<file path="config.mk">
export PLATFORM = sky130hd
export DESIGN_NAME = counter_up_down_mod
export DESIGN_NICKNAME = d
export VERILOG_FILES = /design/src/rtl/counter_up_down_mod.sv
export SDC_FILE = /design/constraint.sdc
export NUM_CORES = 1
export LEC_CHECK = 0
export ABC_AREA = 1
export CORE_AREA = 2 2 76 60
export DETAILED_ROUTE_END_ITERATION = 7
export DIE_AREA = 0 0 78 62
export GPL_TIMING_DRIVEN = 0
export PLACE_DENSITY = 0.42
export RECOVER_POWER = 50
export REMOVE_ABC_BUFFERS = 1
export SLEW_MARGIN = 20
export SYNTH_ARGS = -nofsm -noshare
export SYNTH_HDL_FRONTEND = slang
export SYNTH_SLANG_ARGS = --single-unit
</file>
<file path="constraint.sdc">
create_clock -name clk -period 2.25 [get_ports clk]
set_input_delay 0.5625 -clock clk [delete_from_list [all_inputs] [get_ports clk]]
set_output_delay 0.5625 -clock clk [all_outputs]
set_load 0.005 [all_outputs]
</file>
<file path="src/rtl/counter_up_down_mod.sv">
// ---------------------------------------------------------------------------
// counter_up_down_mod
//
// Parametrised synchronous up/down counter. It counts over the range
// 0..MAX_VAL and supports parallel load, a count enable, a synchronous clear,
// and a choice of wrap or saturate behaviour at the limits. A registered
// single-cycle pulse on tc_out flags each terminal-count event.
//
// Parameters
//   N        counter width in bits (N >= 2)
//   MAX_VAL  highest count value, 1..2**N-1
//
// Ports
//   clk          in   1  rising-edge clock
//   reset_al_in  in   1  asynchronous reset, active low
//   clear_in     in   1  synchronous clear to 0 (highest priority)
//   load_in      in   1  synchronous load of d_in, clamped to MAX_VAL
//   d_in         in   N  load value
//   en_in        in   1  count enable
//   up_down_in   in   1  1 = count up, 0 = count down
//   sat_in       in   1  1 = saturate at the limits, 0 = wrap modulo MAX_VAL+1
//   count_out    out  N  current count
//   tc_out       out  1  terminal-count pulse: an enabled step started at the
//                        limit in the current direction
//   ovf_out      out  1  sticky over/underflow flag; present only when
//                        COUNTER_UDM_STICKY_EN is defined
//
// Build option
//   COUNTER_UDM_STICKY_EN  adds ovf_out together with its flag register.
// ---------------------------------------------------------------------------
module counter_up_down_mod #(
    parameter int N       = 8,
    parameter int MAX_VAL = (2 ** N) - 1
) (
    input  logic         clk,
    input  logic         reset_al_in,
    input  logic         clear_in,
    input  logic         load_in,
    input  logic [N-1:0] d_in,
    input  logic         en_in,
    input  logic         up_down_in,
    input  logic         sat_in,
`ifdef COUNTER_UDM_STICKY_EN
    output logic         ovf_out,
`endif
    output logic [N-1:0] count_out,
    output logic         tc_out
);

    // The limit is an explicit N-bit constant. Comparisons are made against
    // this constant rather than against the 2**N rollover, so the counter
    // also works when MAX_VAL is smaller than the full N-bit range.
    localparam logic [N-1:0] MAX_CNT = MAX_VAL[N-1:0];

    logic at_limit;
    logic step_at_limit;

    // The >= compare is only a guard. Loads are clamped, so the count never
    // actually goes above MAX_CNT.
    assign at_limit      = up_down_in ? (count_out >= MAX_CNT) : (count_out == '0);
    assign step_at_limit = en_in && at_limit;

    always_ff @(posedge clk or negedge reset_al_in) begin
        if (!reset_al_in) begin
            count_out <= '0;
            tc_out    <= 1'b0;
        end else if (clear_in) begin
            count_out <= '0;
            tc_out    <= 1'b0;
        end else if (load_in) begin
            count_out <= (d_in > MAX_CNT) ? MAX_CNT : d_in;
            tc_out    <= 1'b0;
        end else if (en_in) begin
            tc_out <= at_limit;
            if (up_down_in) begin
                if (at_limit)
                    count_out <= sat_in ? MAX_CNT : '0;
                else
                    count_out <= count_out + 1'b1;
            end else begin
                if (at_limit)
                    count_out <= sat_in ? '0 : MAX_CNT;
                else
                    count_out <= count_out - 1'b1;
            end
        end else begin
            tc_out <= 1'b0;
        end
    end

`ifdef COUNTER_UDM_STICKY_EN
    // The flag sets on the same edges that raise tc_out. A load does not
    // clear it; only clear_in or reset does.
    always_ff @(posedge clk or negedge reset_al_in) begin
        if (!reset_al_in)
            ovf_out <= 1'b0;
        else if (clear_in)
            ovf_out <= 1'b0;
        else if (!load_in && step_at_limit)
            ovf_out <= 1'b1;
    end
`else
    // The flag is not built in this configuration. This assignment only keeps
    // step_at_limit from being reported as an unused signal.
    logic unused_step;
    assign unused_step = step_at_limit;
`endif

endmodule
</file>
; ---- Word level (Yosys, flattened, before mapping)
; Cells that the tools add are included.
[word_totals]
register_bits = 9
input_bits = 15
output_inout_bits = 9
word_cells = 21
[classes]
add_sub_neg = 2
order_cmp = 2
mux = 13
n_reduce_logical = 2
[ops]
columns = op, n
row1 = $mux W8, 9
row2 = $add A8 B1 Y8 const B, 1
row3 = $ge A8 B8 Y1 const B, 1
row4 = $gt A8 B8 Y1 const B, 1
row5 = $logic_not A8 Y1, 1
row6 = $sub A8 B1 Y8 const B, 1
row7 = $mux W1, 4
row8 = $reduce_bool A3 Y1, 1

; ---- Logic depth before layout (Yosys ltp)
; Gate-level depths: netlist (run 1).
[logic_depth]
ltp_word = 7
depth_mapped = 13
mapped_depth_nobuf = 13

; ---- Least setup slack after synthesis (run 1)
; OpenSTA, ideal clock, no wires.
[synth_timing]
path_type = register to register
from = register count_out[0]
to = register count_out[3]
setup_time_ns = 0.066
arrival_time_ns = 1.477
required_ns = 2.184
path_slack_ns = 0.707
stages_incl_launch_ff = 9
n_path_buf = 0
synth_period_minus_slack_ns = 1.543
path_cell_list = dfrtp_1 -> ha_1 -> nand2_2 -> nor2_4 -> a31oi_1 -> o21ai_0 -> nand3_1 -> nand2_1 -> nand2_1
[synth_via]
elab_chain_len = 7
word_cells_on_any_way = 11
cone_classes = add/sub: 2 / order compare: 1 / mux: 7 / reduce/logical: 1
[synth_rtl]
columns = element, line_no
row1 = "start, declared", 46  ; output logic [N-1:0] count_out,
row2 = "start signal, assigned", 71  ; count_out <= (d_in > MAX_CNT) ? MAX_CNT : d_in;
row3 = "start signal, assigned", 77  ; count_out <= sat_in ? MAX_CNT : '0;
row4 = "start signal, assigned", 79  ; count_out <= count_out + 1'b1;
row5 = $ge A8 B8 Y1 or $logic_not A8 Y1 (tied branches), 60  ; assign at_limit = up_down_in ? (count_out >= MAX_CNT) : (count_out == '0);
row6 = $mux W1, 60
row7 = "$mux W8, on equally long branches", "81, 76"
row8 = $mux W8 *, 75  ; if (up_down_in) begin
row9 = $mux W8 *, 73  ; end else if (en_in) begin
row10 = $mux W8 *, 70  ; end else if (load_in) begin
row11 = $mux W8 *, 67  ; end else if (clear_in) begin
; Every way passes the cells marked *; elsewhere a longest branch is shown, timed or not. The select of a mux whose other input is x is not followed.
; A chain may end at the register's enable or synchronous reset.

; ---- Final worst setup path (run 1)
[layout_timing]
from = input port up_down_in
to = register count_out[3]
[layout_via]
elab_chain_len = 6
word_cells_on_any_way = 7
cone_classes = mux: 7
[layout_rtl]
columns = element, line_no
row1 = "start, declared", 41  ; input logic up_down_in,
row2 = $mux W1, 60
row3 = "$mux W8, on equally long branches", "81, 76"
row4 = $mux W8 *, 75
row5 = $mux W8 *, 73
row6 = $mux W8 *, 70
row7 = $mux W8 *, 67
; Marked as above.

==> results of run 1 <==
worst max-delay path by stage:
| stage | start | end | cells after the start |
|---|---|---|---|
| final | up_down_in | count_out[3] | 12 |
| after global routing | up_down_in | count_out[4] | 11 |
| after CTS | up_down_in | count_out[3] | 12 |
| after detailed placement | up_down_in | count_out[5] | 12 |
| after global placement | up_down_in | count_out[3] | 12 |
| after floorplan | count_out[0] | count_out[3] | 8 |
registers in the layout (all words and copies together) (netlist names):
signal / count
tc_out: 1
count_out: 8
per-stage QoR:
step	hold slack (ns)	util (%)	setup slack, ns
floorplan	0.267	-	0.705
global placement	0.595	29.8	-0.00377
detailed placement	0.583	29.8	-0.000794
CTS	0.596	30.8	0.233
global route	0.631	30.8	0.0684
finish	0.585	30.8	0.214
area by class of cell:
type / instances / share of cell area, %
well taps: 57 / 5.50
multi-input cells: 135 / 50.4
inverters: 19 / 5.50
repair buffers: 23 / 17.8
clock buffers: 4 / 3.47
flip-flops and latches: 9 / 17.4
cells in the mapped netlist (all sizes together):
cell type  number
nand2          66
nor2           26
nand3          21
inv            19
dfrtp           9
o21ai           6
xor2            5
buf             3
ha              3
a21oi           1
a31oi           1
clkbuf          1
nand3b          1
nand4           1
nor3            1
nor4            1
or2             1
xnor2           1
tightest hold or removal path: stages, from the launching register on:
cell,delay [ns]
dfrtp_1,0.41
nand2_1,0.07
nand2_1,0.06
cells by family (layout without fill, tap and decap cells):
logic type | count (synthesis) | after routing | share of synthesized area [%]
xor gates and xnor gates | 6 | 6 | 5.38
and+or+nand+nor | 118 | 118 | 53.4
DFF | 9 | 9 | 23.0
AOI/OAI and AO/OA | 8 | 8 | 4.23
buffers and inverters | 23 | 46 | 10.1
adders and majority gates | 3 | 3 | 3.84
report_power, final:
group,switching [mW],internal [mW],leakage [nW]
registers,0.0312,0.178,0.117
clock network,0.0625,0.123,0.0228
logic,0.140,0.115,0.533
total,0.233,0.416,0.672
metal layers:
layer,share of wire [%],global-route usage (%),vias to the layer above
met5,0,0,-
met4,0.52,3.76,0
met3,4.1,1.73,2
met2,43,19.6,25
met1,52,16.1,451
li1,-,-,566
==> flow_metrics.py, run 1 <==
metrics = {
    "cts": {
        "clkTransAtPathRegs_ns": 0.04,
        "cts_root_buffer": "clkbuf_8",
        "cts_htree_levels": 1,
        "postCtsSetupBuffers": 0,
        "clkLatencyLatePin_ns": 0.23,
        "cts_tree": "yes",
        "cts_hold_buf": 0,
        "cts_made_buffers": 3,
        "post_cts_resized": 0,
        "clock-sinks": 9,
        "clk_path_buf_depth": 2,
    },
    "floorplan": {
        "rows": 21,
        "die_w_um": 78,
        "die_h_um": 62,
        "core_area_sq_um": 4200,
        "dieArea_sq_um": 4840,
        "io_pins": 24,
        "start_util_pct": 23.2,
    },
    "placed_design": {
        "placed_cell_area_sq_um": 1250,
        "dp.cells": 243,
        "io_buffers": 23,
        "dp_hpwl_um": 2140,
        "place_congestion": 0.785,
    },
    "worst_setup_path": {
        "rr_startpoint": "count_out[0]",
        "path_class": "in -> reg",
        "cp_top_family": "buffers and inverters",
        "cp-start-kind": "input pin",
        "path_buf_inv": 3,
        "cpMaxStageDelayCell": "clkdlybuf4s50_1",
        "cp_max_fo": 11,
        "crit_top_cell": "nand2_1",
        "cpPeakStageDelay_ns": 0.54,
        "reg2reg_depth": 11,
        "r2r_setup_slack_ns": 0.46,
        "r2r-end": "count_out[3]",
        "required_ns": 2.37,
        "path_cells": "clkdlybuf4s50_1 > inv_1 > nand2_1 > nor2_1 > nand2_4 > nand2_4 > inv_2 > o21ai_0 > nand2_1 > nand3_1 > nand2_1 > nand2_1",
        "end_kind": "flip-flop",
        "arrival_ns": 2.16,
    },
    "timing": {
        "finalCritPeriodShare_pct": 90.5,
        "finalMaxSlewViolations": 0,
        "final-setup-viol-count": 0,
        "min_period_ns": 2.04,
        "slew-limit-headroom_pct": 60.9,
        "rsz0062_at_grt": "false",
        "fmax_mhz": 491,
        "clock_skew_ns": 0.00218,
        "hold_violations": 0,
        "tightest_slew_ns": 0.583,
        "finalSetupTns_ns": 0,
    },
    "global_routing": {
        "antenna_found_initial": 0,
        "grt_pass1_vias": 981,
        "overflow": 0,
        "grt_max_degree": 17,
        "grt_first_pass_wirelength_um": 4440,
        "grtUsageTotal_pct": 11.7,
    },
    "layout": {
        "finalNetCount": 209,
        "diodes": 0,
        "regArea_sq_um": 225,
        "syn_to_final_growth_pct": 32.7,
        "mostFrequentLayoutCells": "63 x nand2_1, 23 x nor2_1, 20 x nand3_1",
        "fillers": 475,
        "drive_gt1_share_pct": 8.42,
        "final_area_sq_um": 1300,
        "final_common_cell": "nand2_1",
        "final_cells": 247,
        "multi_input_area_sq_um": 653,
    },
    "synth": {
        "yosys.cell_types.count": 26,
        "synthesis.area_sq_um": 977,
        "syn_avg_cell_area_sq_um": 5.85,
        "synth_largest_area_cell": "nand2_1",
        "seq_area_frac_synth_pct": 23.0,
        "synth_cells": 167,
        "yosys_warnings": 0,
        "ys_ff_latch": 9,
        "synth_top_area_share_pct": 24.2,
        "synth.top_cells.by_area": "nand2_1 24%, dfrtp_1 23%, nand3_1 10%, nor2_1 8.8%, inv_1 5.8%",
    },
    "power": {
        "power.leakage_nw": 0.672,
        "peakVddDrop_uv": 266,
        "total_power_mw": 0.649,
        "powerDensity_nw_per_um2": 501,
    },
    "job": {
        "maxCapViolations": 0,
    },
    "drt": {
        "wl_per_cell_um": 11.0,
        "vias": 1044,
        "drt-pass1-iter-count": 4,
        "routed_wl_um": 2710,
        "drtIter0Drc": 70,
        "detail-route-antenna-nets": 0,
        "drc": 0,
        "via_per_inst": 4.23,
    },
    "hold_path": {
        "hold_depth": 2,
        "worstHoldPathType": "reg -> reg",
        "hold_path_startpoint": "count_out[1]",
        "min_to": "count_out[1]",
    },
    "status": {
        "status": "finished clean",
    },
}
No activity file was read; power rests on OpenSTA's default activity.
==> run 2, diff against run 1 <==
--- a/config.mk
+++ b/config.mk
@@ -10,7 +10,7 @@
 export DETAILED_ROUTE_END_ITERATION = 7
 export DIE_AREA = 0 0 78 62
 export GPL_TIMING_DRIVEN = 0
-export PLACE_DENSITY = 0.42
+export PLACE_DENSITY_LB_ADDON = 0.2
 export RECOVER_POWER = 50
 export REMOVE_ABC_BUFFERS = 1
 export SLEW_MARGIN = 20
==> run 2 against run 1 <==
Compared with the run above:
- register-to-register slack got worse by 0.04 ns
- fmax rose by 1.3%
- clock power fell by 3%
- utilization did not move
- cell area did not move
- flip-flop and latch count did not move
- first-iteration DRC count fell by 40%
- power fell by 0.67%
- worst hold slack got worse by 0.0058 ns
- non-clock buffer count did not move
- critical endpoint is now count_out[5]
- largest cell class unchanged
- highest routed layer unchanged
==> flow_metrics.py, run 2 (synthesis results as in run 1) <==
metrics = {
    "status": {
        "status": "finished clean",
    },
    "drt": {
        "routed_wl_um": 2630,
        "via_per_inst": 4.05,
        "drc": 0,
        "detail-route-antenna-nets": 0,
        "vias": 1000,
        "wl_per_cell_um": 10.7,
        "drt-pass1-iter-count": 4,
        "drtIter0Drc": 42,
    },
    "timing": {
        "final-setup-viol-count": 0,
        "tightest_slew_ns": 0.582,
        "finalCritPeriodShare_pct": 89.3,
        "finalMaxSlewViolations": 0,
        "finalSetupTns_ns": 0,
        "slew-limit-headroom_pct": 61.0,
        "hold_ws_ns": 0.580,
        "fmax_mhz": 498,
        "hold_violations": 0,
        "min_period_ns": 2.01,
        "rsz0062_at_grt": "false",
        "clock_skew_ns": 0.00110,
    },
    "layout": {
        "largest_register_ffs": 8,
        "final_common_cell": "nand2_1",
        "syn_to_final_growth_pct": 32.7,
        "final_area_sq_um": 1300,
        "diodes": 0,
        "mostFrequentLayoutCells": "63 x nand2_1, 23 x nor2_1, 20 x nand3_1",
        "fillers": 496,
        "largestRegisters": "count_out (8), tc_out (1)",
        "finalNetCount": 209,
        "regMostFlops": "count_out",
        "drive_gt1_share_pct": 8.42,
    },
    "global_routing": {
        "overflow": 0,
        "use_met3_pct": 1.01,
        "grtUsageTotal_pct": 11.2,
        "grt_first_pass_wirelength_um": 4310,
        "grt_use_met1_pct": 15.5,
        "grt_pass1_vias": 956,
        "antenna_found_initial": 0,
        "grt_use_met2_pct": 19.1,
        "grt_max_degree": 17,
        "busiest_layer": "met2",
    },
    "placed_design": {
        "io_buffers": 23,
        "dp_hpwl_um": 2080,
        "place_congestion": 0.758,
        "placed_cell_area_sq_um": 1250,
    },
    "cts": {
        "cts_root_buffer": "clkbuf_8",
        "post_cts_resized": 0,
        "clk_path_buf_depth": 2,
        "cts_made_buffers": 3,
        "clkTransAtPathRegs_ns": 0.04,
        "cts_htree_levels": 1,
        "cts_hold_buf": 0,
        "postCtsSetupBuffers": 0,
        "clock-sinks": 9,
        "cts_tree": "yes",
        "clkLatencyLatePin_ns": 0.23,
    },
    "power": {
        "powerDensity_nw_per_um2": 497,
        "power.leakage_nw": 0.672,
        "total_power_mw": 0.645,
        "peakVddDrop_uv": 244,
    },
    "job": {
        "maxCapViolations": 0,
    },
    "worst_setup_path": {
        "rr_startpoint": "count_out[0]",
        "r2r_setup_slack_ns": 0.42,
        "reg2reg_depth": 8,
        "cp-start-kind": "input pin",
        "end_kind": "flip-flop",
        "path_class": "in -> reg",
        "crit_top_cell": "nand2_1",
        "required_ns": 2.37,
        "cp_max_fo": 11,
        "cp_top_family": "buffers and inverters",
        "path_cells": "clkdlybuf4s50_1 > inv_1 > nand2_1 > nor2_1 > nand2_4 > nand2_4 > inv_2 > nand3_1 > nand2_1 > nand3_1 > nand2_1 > nand2_1",
        "r2r-end": "count_out[3]",
        "cpMaxStageDelayCell": "clkdlybuf4s50_1",
        "path_buf_inv": 3,
        "arrival_ns": 2.13,
        "cpPeakStageDelay_ns": 0.54,
    },
    "floorplan": {
        "die_h_um": 62,
        "start_util_pct": 23.2,
        "dieArea_sq_um": 4840,
        "rows": 21,
        "die_w_um": 78,
        "io_pins": 24,
        "core_area_sq_um": 4200,
    },
    "hold_path": {
        "min_to": "count_out[1]",
        "worstHoldPathType": "reg -> reg",
        "hold_depth": 2,
        "hold_path_startpoint": "count_out[1]",
    },
}
[run 2: cell counts in the layout (fill, tap and decap cells not counted)]
No cell type changed its count.
[run 2: per-stage QoR]
stage	worst slack, ns	std cells	utilization, %
2_1_floorplan	0.705	163	-
3_3_place_gp	-0.0339	243	29.8
3_5_place_dp	0.00892	243	29.8
4_1_cts	0.242	247	30.8
5_1_grt	0.0784	247	30.8
6_report	0.241	247	30.8
[run 2: worst reg2reg max path, delay by kind of cell (launching register included)]
family	cells	cell delay [ns]
adder cells (fa/ha/maj)	1	0.26
flip-flops	1	0.44
AO/OA/AOI/OAI	2	0.66
AND/OR/NAND/NOR	5	0.40
[run 2: layer usage]
metal / part of all wire, % / vias up / wire (um)
met4: 0.30 / 0 / 8
met2: 40 / 15 / 1050
met3: 3.1 / 2 / 81
met5: 0 / - / 0
li1: - / 567 / -
met1: 57 / 416 / 1490
[run 2: power by group]
group | internal, mW | switching, mW | leakage (nW)
Combinational | 0.115 | 0.139 | 0.533
Sequential | 0.178 | 0.0324 | 0.117
Clock | 0.123 | 0.0582 | 0.0228
[run 2: worst max-delay path by stage]
| stage | cells past startpoint | endpoint | slack (ns) | from |
|---|---|---|---|---|
| 2_1_floorplan | 8 | count_out[3] | 0.70 | count_out[0] |
| 3_3_place_gp | 12 | count_out[3] | -0.03 | up_down_in |
| 3_5_place_dp | 12 | count_out[5] | 0.009 | up_down_in |
| 4_1_cts | 12 | count_out[5] | 0.24 | up_down_in |
| 5_1_grt | 12 | count_out[5] | 0.08 | up_down_in |
| 6_report | 12 | count_out[5] | 0.24 | up_down_in |
[run 2: final cells by class]
cell class,instances,area [sq um],share of cell area [%]
Clock buffer,4,45.0,3.47
Inverter,19,71.3,5.50
Multi-Input combinational cell,135,653,50.4
Sequential cell,9,225,17.4
Tap cell,57,71.3,5.50
Timing Repair Buffer,23,230,17.8
==> run 3, diff against run 2 <==
--- a/config.mk
+++ b/config.mk
@@ -6,13 +6,12 @@
 export NUM_CORES = 1
 export LEC_CHECK = 0
 export ABC_AREA = 1
-export CORE_AREA = 2 2 76 60
+export CORE_AREA = 2 2 66 68
 export DETAILED_ROUTE_END_ITERATION = 7
-export DIE_AREA = 0 0 78 62
+export DIE_AREA = 0 0 68 70
 export GPL_TIMING_DRIVEN = 0
 export PLACE_DENSITY_LB_ADDON = 0.2
 export RECOVER_POWER = 50
-export REMOVE_ABC_BUFFERS = 1
 export SLEW_MARGIN = 20
 export SYNTH_ARGS = -nofsm -noshare
 export SYNTH_HDL_FRONTEND = slang
==> run 3 against run 2 <==
Compared with the run above:
- register-to-register slack about the same
- flip-flop and latch count unchanged
- final cell count decreased by 0.40%
- wire length decreased by 2.4%
- via count increased by 5.6%
- critical path type unchanged
- largest power group unchanged
==> flow_metrics.py, run 3 (synthesis results as in run 1) <==
metrics = {
    "status": {
        "status": "finished clean",
    },
    "drt": {
        "top_layer_used": "met4",
        "routed_wl_um": 2570,
        "drc": 0,
        "drtIter0Drc": 30,
        "met1_length_um": 1310,
        "drt-pass1-iter-count": 5,
        "dr_wl_met2_um": 1170,
        "detail-route-antenna-nets": 0,
        "wl_met3_um": 78,
        "via_per_inst": 4.29,
        "wl_per_cell_um": 10.4,
        "vias": 1056,
    },
    "timing": {
        "fmax_mhz": 503,
        "final-setup-viol-count": 0,
        "min_period_ns": 1.99,
        "tightest_slew_ns": 0.573,
        "finalCritPeriodShare_pct": 88.4,
        "slew-limit-headroom_pct": 61.6,
        "clock_skew_ns": 0.00298,
        "hold_ws_ns": 0.589,
        "hold_violations": 0,
        "rsz0062_at_grt": "false",
        "timing.final.ws_setup_ns": 0.260,
        "finalMaxSlewViolations": 0,
    },
    "layout": {
        "regArea_sq_um": 225,
        "finalNetCount": 213,
        "final_core_util_pct": 31.8,
        "syn_to_final_growth_pct": 34.8,
        "final_common_cell": "nand2_1",
        "largest_register_ffs": 8,
        "regMostFlops": "count_out",
        "multi_input_area_sq_um": 653,
        "drive_gt1_share_pct": 9.79,
        "fillers": 476,
        "diodes": 0,
        "mostFrequentLayoutCells": "63 x nand2_1, 23 x nor2_1, 20 x nand3_1",
        "largestRegisters": "count_out (8), tc_out (1)",
    },
    "worst_setup_path": {
        "cp_max_fo": 10,
        "path_class": "in -> reg",
        "crit_top_cell": "nand2_1",
        "cpMaxStageDelayCell": "clkdlybuf4s50_1",
        "path_cells": "clkdlybuf4s50_1 > inv_1 > nand2_1 > nor2_1 > nand2_4 > nand2_4 > inv_2 > buf_6 > nand3_1 > nand2_1 > nand3_1 > nand2_1 > nand2_1",
        "cpPeakStageDelay_ns": 0.47,
        "critPathLaunch": "up_down_in",
        "end_kind": "flip-flop",
        "required_ns": 2.41,
        "arrival_ns": 2.15,
        "rr_startpoint": "count_out[0]",
        "cp-start-kind": "input pin",
    },
    "cts": {
        "clock-sinks": 9,
        "cts_hold_buf": 0,
        "postCtsSetupBuffers": 0,
        "cts_root_buffer": "clkbuf_8",
        "cts_made_buffers": 3,
        "clkTransAtPathRegs_ns": 0.04,
        "cts_tree": "yes",
        "clkLatencyLatePin_ns": 0.23,
        "clk_path_buf_depth": 2,
        "cts_htree_levels": 1,
        "post_cts_resized": 0,
    },
    "floorplan": {
        "core_area_sq_um": 4140,
        "start_util_pct": 23.6,
        "die_w_um": 68,
        "dieArea_sq_um": 4760,
        "die_h_um": 70,
        "io_pins": 24,
        "rows": 24,
    },
    "hold_path": {
        "hold_path_startpoint": "count_out[7]",
        "worstHoldPathType": "reg -> reg",
    },
    "placed_design": {
        "post-place-ws_ns": 0.00856,
        "dp_hpwl_um": 2100,
        "io_buffers": 23,
        "place_congestion": 0.739,
    },
    "global_routing": {
        "overflow": 0,
        "grt_first_pass_wirelength_um": 4440,
        "antenna_found_initial": 0,
        "grt_pass1_vias": 996,
        "grtUsageTotal_pct": 11.7,
        "grt_max_degree": 11,
    },
    "power": {
        "power.leakage_nw": 0.688,
        "peakVddDrop_uv": 275,
        "powerDensity_nw_per_um2": 492,
        "total_power_mw": 0.648,
    },
    "synth": {
        "synthesis.nets": 185,
    },
    "job": {
        "maxCapViolations": 0,
    },
}
[run 3: layer usage]
| metal | up-vias | track usage [%] |
|---|---|---|
| li1 | 579 | - |
| met1 | 454 | 16.7 |
| met2 | 21 | 18.7 |
| met3 | 2 | 1.13 |
| met4 | 0 | 2.67 |
| met5 | - | 0 |
[run 3: worst paths after layout]
kind / endpoint / cells after the start / slack (ns)
worst max-delay path: count_out[5] / 13 / 0.26
worst min-delay path: count_out[7] / 2 / 0.59
worst max register to register: count_out[2] / 8 / 0.43
worst min register to register: count_out[7] / 2 / 0.59
max in group asynchronous: count_out[3] / 1 / 1.26
min in group asynchronous: count_out[4] / 1 / 0.70
[run 3: report_power, final]
group          internal [mW]  switching (mW)
registers              0.178          0.0267
clock network          0.123          0.0573
logic                  0.121           0.143
[run 3: per-stage QoR]
stage / instance area (sq um) / setup TNS [ns] / instances
floorplan: 977 / 0 / 167
global placement: 1270 / -0.00504 / 242
detailed placement: 1270 / 0 / 242
CTS: 1320 / 0 / 246
global route: 1320 / 0 / 246
finish: 1320 / 0 / 246
[run 3: worst max-delay path, delay by kind of cell]
kind | cells | cell delay (ns)
buf+inv | 4 | 0.82
simple gates | 9 | 0.79
[run 3: area by class of cell]
cell class,instances,area share [%]
plain buffers,4,2.09
clock buffers,4,3.42
inverters,19,5.41
multi-input cells,135,49.6
flip-flops and latches,9,17.1
well taps,52,4.94
repair buffers,23,17.5
